[config.mk]
export PLATFORM = sky130hd
export DESIGN_NAME = mem_stage
export DESIGN_NICKNAME = d
export VERILOG_FILES = /design/src/rtl/mem_stage.sv
export SDC_FILE = /design/constraint.sdc
export NUM_CORES = 1
export LEC_CHECK = 0
export ABC_CLOCK_PERIOD_IN_PS = 3050
export CORE_MARGIN = 10
export CORE_UTILIZATION = 45
export CTS_BUF_LIST = sky130_fd_sc_hd__clkbuf_4
export DETAILED_ROUTE_END_ITERATION = 7
export PLACE_DENSITY_LB_ADDON = 0.3
export SYNTH_ARGS = -nofsm -noshare
export SYNTH_HDL_FRONTEND = slang
export SYNTH_SLANG_ARGS = --single-unit
[constraint.sdc]
create_clock -name clk -period 3.05 [get_ports clk]
set_input_delay 0.61 -clock clk [delete_from_list [all_inputs] [get_ports clk]]
set_output_delay 0.61 -clock clk [all_outputs]
set_load 0.1 [all_outputs]
[src/rtl/mem_stage.sv]
// Memory-access stage: waits for data_ok, aligns load data,
// drops responses that belong to flushed instructions.
module mem_stage #(
  parameter int ES_TO_MS_BUS_WD = 171,
  parameter int MS_TO_WS_BUS_WD = 160,
  parameter int DROP_CNT_W      = 2
) (
  input  logic                       clk,
  input  logic                       resetn,
  input  logic                       final_ex,
  input  logic                       back_ertn_flush,
  input  logic                       ws_allowin,
  output logic                       ms_allowin,
  input  logic                       es_to_ms_valid,
  input  logic [ES_TO_MS_BUS_WD-1:0] es_to_ms_bus,
  input  logic                       data_sram_data_ok,
  input  logic [31:0]                data_sram_rdata,
  output logic                       ms_to_ws_valid,
  output logic [MS_TO_WS_BUS_WD-1:0] ms_to_ws_bus,
  output logic [41:0]                ms_forward,
  output logic                       ms_ertn_flush
);

  logic                       ms_valid;
  logic [ES_TO_MS_BUS_WD-1:0] bus_r;
  logic [31:0]                rdata_buf;
  logic                       buf_valid;
  logic [DROP_CNT_W-1:0]      drop_cnt;

  logic        mem_req;
  logic        ertn;
  logic        ex;
  logic        csr_re;
  logic [1:0]  addr;
  logic        ld_w;
  logic        ld_b;
  logic        ld_bu;
  logic        ld_h;
  logic        ld_hu;
  logic        res_from_mem;
  logic        gr_we;
  logic [4:0]  dest;
  logic [31:0] result;
  logic [31:0] pc;
  logic        unused;

  assign mem_req      = bus_r[170];
  assign ertn         = bus_r[168];
  assign ex           = bus_r[160];
  assign csr_re       = bus_r[159];
  assign addr         = bus_r[79:78];
  assign ld_w         = bus_r[77];
  assign ld_b         = bus_r[76];
  assign ld_bu        = bus_r[75];
  assign ld_h         = bus_r[74];
  assign ld_hu        = bus_r[73];
  assign res_from_mem = bus_r[70];
  assign gr_we        = bus_r[69];
  assign dest         = bus_r[68:64];
  assign result       = bus_r[63:32];
  assign pc           = bus_r[31:0];
  assign unused       = &{1'b0, bus_r[72:71]};

  logic flush;
  logic wait_data;
  logic resp_ok;
  logic ms_ready_go;
  logic ms_leave;
  logic drop_inc;
  logic drop_dec;

  assign flush       = final_ex | back_ertn_flush;
  assign wait_data   = ms_valid & mem_req & ~buf_valid;
  assign resp_ok     = data_sram_data_ok & (drop_cnt == '0);
  assign ms_ready_go = ~wait_data | resp_ok;
  assign ms_allowin  = ~ms_valid | ms_ready_go & ws_allowin;
  assign ms_leave    = ms_valid & ms_ready_go & ws_allowin;
  assign drop_inc    = flush & wait_data & ~resp_ok;
  assign drop_dec    = data_sram_data_ok & (drop_cnt != '0);

  assign ms_to_ws_valid = ms_valid & ms_ready_go & ~flush;
  assign ms_ertn_flush  = ms_valid & ertn;

  logic [31:0] mem_data;
  logic [7:0]  byte_sel;
  logic [15:0] half_sel;
  logic [31:0] ld_val;
  logic [31:0] final_result;

  assign mem_data = buf_valid ? rdata_buf : data_sram_rdata;
  assign half_sel = addr[1] ? mem_data[31:16] : mem_data[15:0];

  // Pick the addressed byte lane.
  always_comb begin
    byte_sel = mem_data[7:0];
    case (addr)
      2'd1:    byte_sel = mem_data[15:8];
      2'd2:    byte_sel = mem_data[23:16];
      2'd3:    byte_sel = mem_data[31:24];
      default: byte_sel = mem_data[7:0];
    endcase
  end

  // Extend the selected lane by load type.
  always_comb begin
    ld_val = mem_data;
    unique case (1'b1)
      ld_w:    ld_val = mem_data;
      ld_b:    ld_val = {{24{byte_sel[7]}}, byte_sel};
      ld_bu:   ld_val = {24'd0, byte_sel};
      ld_h:    ld_val = {{16{half_sel[15]}}, half_sel};
      ld_hu:   ld_val = {16'd0, half_sel};
      default: ld_val = mem_data;
    endcase
  end

  assign final_result = (res_from_mem & ~ex) ? ld_val : result;

  assign ms_to_ws_bus = {bus_r[169:80], gr_we, dest, final_result, pc};

  assign ms_forward = {ms_valid & csr_re,
                       ms_valid & (ex | ertn),
                       wait_data & ~resp_ok,
                       final_result,
                       dest,
                       gr_we,
                       ms_valid};

  // Occupancy: flush kills, otherwise refill when allowed.
  always_ff @(posedge clk or negedge resetn) begin
    if (!resetn) begin
      ms_valid <= 1'b0;
    end else if (flush) begin
      ms_valid <= 1'b0;
    end else if (ms_allowin) begin
      ms_valid <= es_to_ms_valid;
    end
  end

  // Instruction bus register.
  always_ff @(posedge clk or negedge resetn) begin
    if (!resetn) begin
      bus_r <= '0;
    end else if (es_to_ms_valid && ms_allowin) begin
      bus_r <= es_to_ms_bus;
    end
  end

  // Hold a response that arrived while writeback was stalled.
  always_ff @(posedge clk or negedge resetn) begin
    if (!resetn) begin
      buf_valid <= 1'b0;
      rdata_buf <= '0;
    end else if (flush || ms_leave) begin
      buf_valid <= 1'b0;
    end else if (resp_ok && wait_data && !ws_allowin) begin
      buf_valid <= 1'b1;
      rdata_buf <= data_sram_rdata;
    end
  end

  // Count responses owed to flushed instructions.
  always_ff @(posedge clk or negedge resetn) begin
    if (!resetn) begin
      drop_cnt <= '0;
    end else if (drop_inc && !drop_dec) begin
      drop_cnt <= drop_cnt + DROP_CNT_W'(1);
    end else if (drop_dec && !drop_inc) begin
      drop_cnt <= drop_cnt - DROP_CNT_W'(1);
    end
  end

endmodule

# Word level (Yosys, flattened, before mapping)
# Cells that the tools add are included.
[word_totals] wordCells=62 n_memories=0 regBits=207 ram_bits=0 inputBits=210 latchBits=0 out_inout_bits=205 mem_bits_ro=0
[op_classes] reduce_logical=15 shift=0 mul=0 addsub=2 div_mod_pow=0 magnitude_cmp=0 eq_ne=3 muxes=11 bitwise=26
[op_table] cell="$pmux W32 S4" count=1
[op_table] cell="$mux W32" count=2
[op_table] cell="$pmux W8 S3" count=1
[op_table] cell="$mux W16" count=1
[op_table] cell="$and A1 B1 Y1" count=15
[op_table] cell="$reduce_bool A2 Y1" count=4
[op_table] cell="$not A1 Y1" count=7
[op_table] cell="$logic_and A1 B1 Y1" count=5
[op_table] cell="$eq A2 B2 Y1 const B" count=2
[op_table] cell="$mux W1" count=4
[op_table] cell="$mux W2" count=2
[op_table] cell="$or A1 B1 Y1" count=4
[op_table] cell="$logic_not A1 Y1" count=3
[op_table] cell="$add A2 B1 Y2 const B" count=1
[op_table] cell="$eq A2 B1 Y1 const B" count=1
[op_table] cell="$logic_not A2 Y1" count=1
[op_table] cell="$reduce_and A2 Y1" count=1
[op_table] cell="$sub A2 B1 Y2 const B" count=1
[op_table] cell="$logic_or A1 B1 Y1" count=1

# Logic depth before layout (Yosys ltp)
[depth] ltp_word=9 ltp_mapped=8 ltp_nobuf=7

# Least setup slack after synthesis
# OpenSTA, ideal clock, no wires.
[synth_timing] path_kind="reg2out" start="register bus_r[74]" end="output port ms_to_ws_bus[33]" arrival_ns=3.472 path_slack_ns=-1.032 stages_incl_launch_ff=8 path_cell_list="dfrtp_1 > clkbuf_1 > or4_1 > clkbuf_1 > o21ai_1 > a21oi_1 > a21oi_1 > buf_4"
[synth_via] elab_chain_cells=2
[synth_rtl] element="start: declaration" line="25" rtl="logic [ES_TO_MS_BUS_WD-1:0] bus_r;"
[synth_rtl] element="start signal: assignment" line="145" rtl="bus_r <= es_to_ms_bus;"
[synth_rtl] element="$pmux W32 S4" line="107" rtl="unique case (1'b1)"
[synth_rtl] element="$mux W32" line="117" rtl="assign final_result = (res_from_mem & ~ex) ? ld_val : result;"
[synth_rtl] element="end: declaration" line="19" rtl="output logic [MS_TO_WS_BUS_WD-1:0] ms_to_ws_bus,"
# No other way between the ends.

# Final worst setup path
[layout_timing] start="register buf_valid" end="output port ms_forward[27]"
[layout_via] elab_chain_cells=4 word_cells_on_any_way=5
[layout_rtl] element="start: declaration" line="27" rtl="logic buf_valid;"
[layout_rtl] element="start signal: assignment" line="152" rtl="buf_valid <= 1'b0;"
[layout_rtl] element="start signal: assignment" line="155" rtl="buf_valid <= 1'b0;"
[layout_rtl] element="start signal: assignment" line="157" rtl="buf_valid <= 1'b1;"
[layout_rtl] element="$mux W32 (*)" line="90" rtl="assign mem_data = buf_valid ? rdata_buf : data_sram_rdata;"
[layout_rtl] element="$pmux W8 S3 or $mux W16 (tied branches)" line="96, 91"
[layout_rtl] element="$pmux W32 S4 (*)" line="107"
[layout_rtl] element="$mux W32 (*)" line="117"
[layout_rtl] element="end: declaration" line="20" rtl="output logic [41:0] ms_forward,"
# Mark *: on every way between the ends. The rest lies on a longest branch, timed or not.

==> summary.txt <==
Status
  – Status: finished, violations left
  – Failing checks: setup timing

Worst setup path
  – Crit. Startpoint: buf_valid$_DFFE_PN0P_
  – Crit end category: primary output
  – Most frequent CP cell: buf_12
  – Startpoint Class: flop
  – Crit path DAT: 2.80 ns
  – CP Cell Sequence: mux4_2 > mux2_4 > a221oi_4 > buf_4 > buf_12 > a21oi_4 > buf_12
  – Delay-heaviest family, CP: multiplexers
  – Max incr delay on CP: 0.51 ns
  – WP data required: 2.44 ns
  – Crit Reg-Reg Startpoint: buf_valid$_DFFE_PN0P_
  – Slowest CP cell: mux4_2
  – CP Class: flop to primary output
  – Buf/Inv on CP: 3
  – Max FO, Critical Path: 8

Route
  – Drt wl/cell: 23.1 µm
  – DR iter-0 viols: 397
  – Drt drc: 0
  – Routed WL: 34.3 mm
  – DRT Pass-1 Iters: 5
  – Vias per std cell: 5.13
  – Routed Antenna Nets: 0
  – Via count: 7611

Finish
  – Filler cell count: 1562
  – Final Instance Count excl. Fillers: 1484
  – Final Core Density: 69.1%
  – Nets: 1367
  – Share of cells above drive strength 1: 53.6%
  – P&R area growth vs syn: 51.4%

Clock network
  – Worst skew pair latency: 0.68 ns
  – Num CTS Buffers: 56
  – H-tree levels: 2
  – CTS root buf: clkbuf_4
  – CTS tree: done
  – Sink Count: 204
  – Clock-pin slew of the registers on the worst-case setup and hold paths: 0.06 ns
  – Clock buffer depth: 3

Synthesis
  – Synth Area in Compound Gates: 5.51%
  – Synth Area in XOR/XNOR: 0.254%
  – Top cells by count, synth: 208 x mux2_2, 204 x dfrtp_1, 168 x buf_4
  – Synth Area in Simple Gates: 4.13%
  – Syn Area/Cell: 12.3 µm²
  – Syn nets: 1050
  – Cell with the most instances after synthesis: mux2_2
  – Leading area contributor after synthesis: dfrtp_1
  – Synth top area share: 49.4%
  – Number of flops mapped to enable cells by yosys: 0
  – Synth top area cells: dfrtp_1 49%, mux2_2 23%, buf_4 12%, mux2i_1 2.3%, a21oi_1 2.3%
  – Post-synth top flop: dfrtp_1
  – Multiplexer share of the synthesized area: 25.8%
  – Adder-cell share of the synthesized area: 0.121%
  – Synthesized flop and latch total: 204
  – Fraction of registers with async set/reset: 100%
  – Synth Warn #: 0
  – Register area share after synthesis: 49.4%
  – Largest family of logic cells by synthesized area: multiplexers
  – Synthesized instance count: 839
  – Netlist Area Pre-Place: 10300 µm²
  – Synth cell types: 45

Floorplan
  – Io pins: 415
  – Die Ht: 172 µm
  – Total core area: 22600 µm²
  – Die area: 29400 µm²
  – DIE WIDTH: 172 µm
  – Initial core utilization: 45.6%
  – Row count: 55

Power and ir drop
  – Worst VDD drop: 0.547 mV
  – Sw power: 5.17 mW
  – Reg power frac: 28.8%
  – Clock network fraction of design power: 21.7%
  – Comb power frac: 49.5%
  – Internal: 6.01 mW
  – Switching share of power: 46.2%
  – Power Density: 715 nW/µm²
  – Leakage: 6.80 nW
  – Power Total: 11.2 mW

GRT
  – Largest net degree at the start of global routing: 75
  – First-pass GRT wire length: 50.2 mm
  – Congestion Overflow GR: 0
  – Initial antenna violation count: 2
  – GRT Overall Usage: 22.4%
  – Number of global-route vias before repair: 8495

STA
  – Clk_skew: 0.0628 ns
  – Minimum clock period: 3.41 ns
  – Final setup vio count: 64
  – Slew margin rel.: 57.3%
  – RSZ-0062 raised after global routing: yes
  – FMAX: 0.293 GHz
  – Setup TNS: -15.87 ns
  – Post-route worst setup slack: -0.365 ns
  – Endpoints failing hold: 0
  – Period utilization: 112%
  – Final Slew Violations: 0
  – Least-Margin Pin Slew: 0.641 ns

Placement
  – Dpl hpwl: 26.5 mm
  – Input/output buffers: 411
  – RePlAce Congestion: 0.892
  – Setup WS pre-CTS: -0.246 ns
  – Inst Count DP: 1363

Min path
  – Min-Delay Path Class: flop to flop
  – HP Start: rdata_buf[0]$_DFFE_PN0P_

Run
  – Max-cap violations: 0
-- registers in the layout, indices dropped and copies added, names as in the netlist --
name / count
ms_valid: 1
buf_valid: 1
drop_cnt: 2
bus_r: 168
rdata_buf: 32
-- per-stage QoR --
step           area (µm²)  hold slack, ns
2_1_floorplan       10900           0.314
4_1_cts             15300           0.475
3_5_place_dp        14400           0.488
3_3_place_gp        14400           0.475
6_report            15600           0.505
5_1_grt             15600           0.484
-- layout make-up --
| cell class | instances | area [µm²] | area share (%) |
|---|---|---|---|
| timing repair buffer | 468 | 5110 | 32.7 |
| sequential | 204 | 5110 | 32.7 |
| multi-input combinational | 425 | 4360 | 27.9 |
| clock buffer | 86 | 646 | 4.13 |
| tap | 285 | 357 | 2.28 |
| clock inverter | 13 | 55.1 | 0.352 |
| antenna | 2 | 5.00 | 0.0320 |
| inverter | 1 | 3.75 | 0.0240 |
-- repair_timing --
item | CTS | global route
buffers inserted | 8 | 10
gates resized for setup | 29 | 47
endpoints found under the setup margin | 64 | 65
endpoints found under the hold margin | 71 | 0
hold buffers | 1 | 0
pin swaps | 23 | 13
gates cloned | 1 | 2
-- final timing paths --
path | end | cells past startpoint | slack, ns
setup / recovery | ms_forward[27] | 7 | -0.36
min in group asynchronous | bus_r[102]$_DFFE_PN0P_ | 2 | 0.54
hold / removal | rdata_buf[0]$_DFFE_PN0P_ | 1 | 0.50
setup reg to reg | bus_r[1]$_DFFE_PN0P_ | 8 | 0.79
hold reg to reg | rdata_buf[0]$_DFFE_PN0P_ | 1 | 0.50
max in group asynchronous | rdata_buf[25]$_DFFE_PN0P_ | 3 | 1.67
-- metal layers --
metal,part of all wire [%],GRT usage [%]
met2,53,39.7
met4,2.5,7.75
met5,0,0
met3,9.0,8.37
met1,36,23.9
-- cell usage in the layout, fill, tap and decap left out, types with 12 or more instances in the layout --
cell and instances:
a21oi_1 17, clkdlybuf4s50_1 205, clkbuf_4 86, buf_12 82, mux2i_4 13, mux2_2 205, dfrtp_1 202, nand2b_1 18
buf_4 173, nor2_1 43, nand2_1 12, a21oi_4 28
-- power groups by stage --
stage / logic [mW] / clock network, mW / registers [mW]
after floorplan: 4.27 / 0 / 3.19
after global placement: 5.42 / 0 / 3.23
after detailed placement: 5.46 / 0 / 3.25
after CTS: 5.53 / 2.51 / 3.21
after global routing: 5.68 / 2.65 / 3.26
final: 5.53 / 2.43 / 3.22
-- kinds of logic after synthesis --
kind of cell               Yosys count
DFF                                204
muxes                              236
xor gates and xnor gates             3
and+or+nand+nor                     90
buffers and inverters              210
AOI/OAI and AO/OA                   95
adders and majority gates            1
Note: power is estimated with default switching activity, not from simulation.
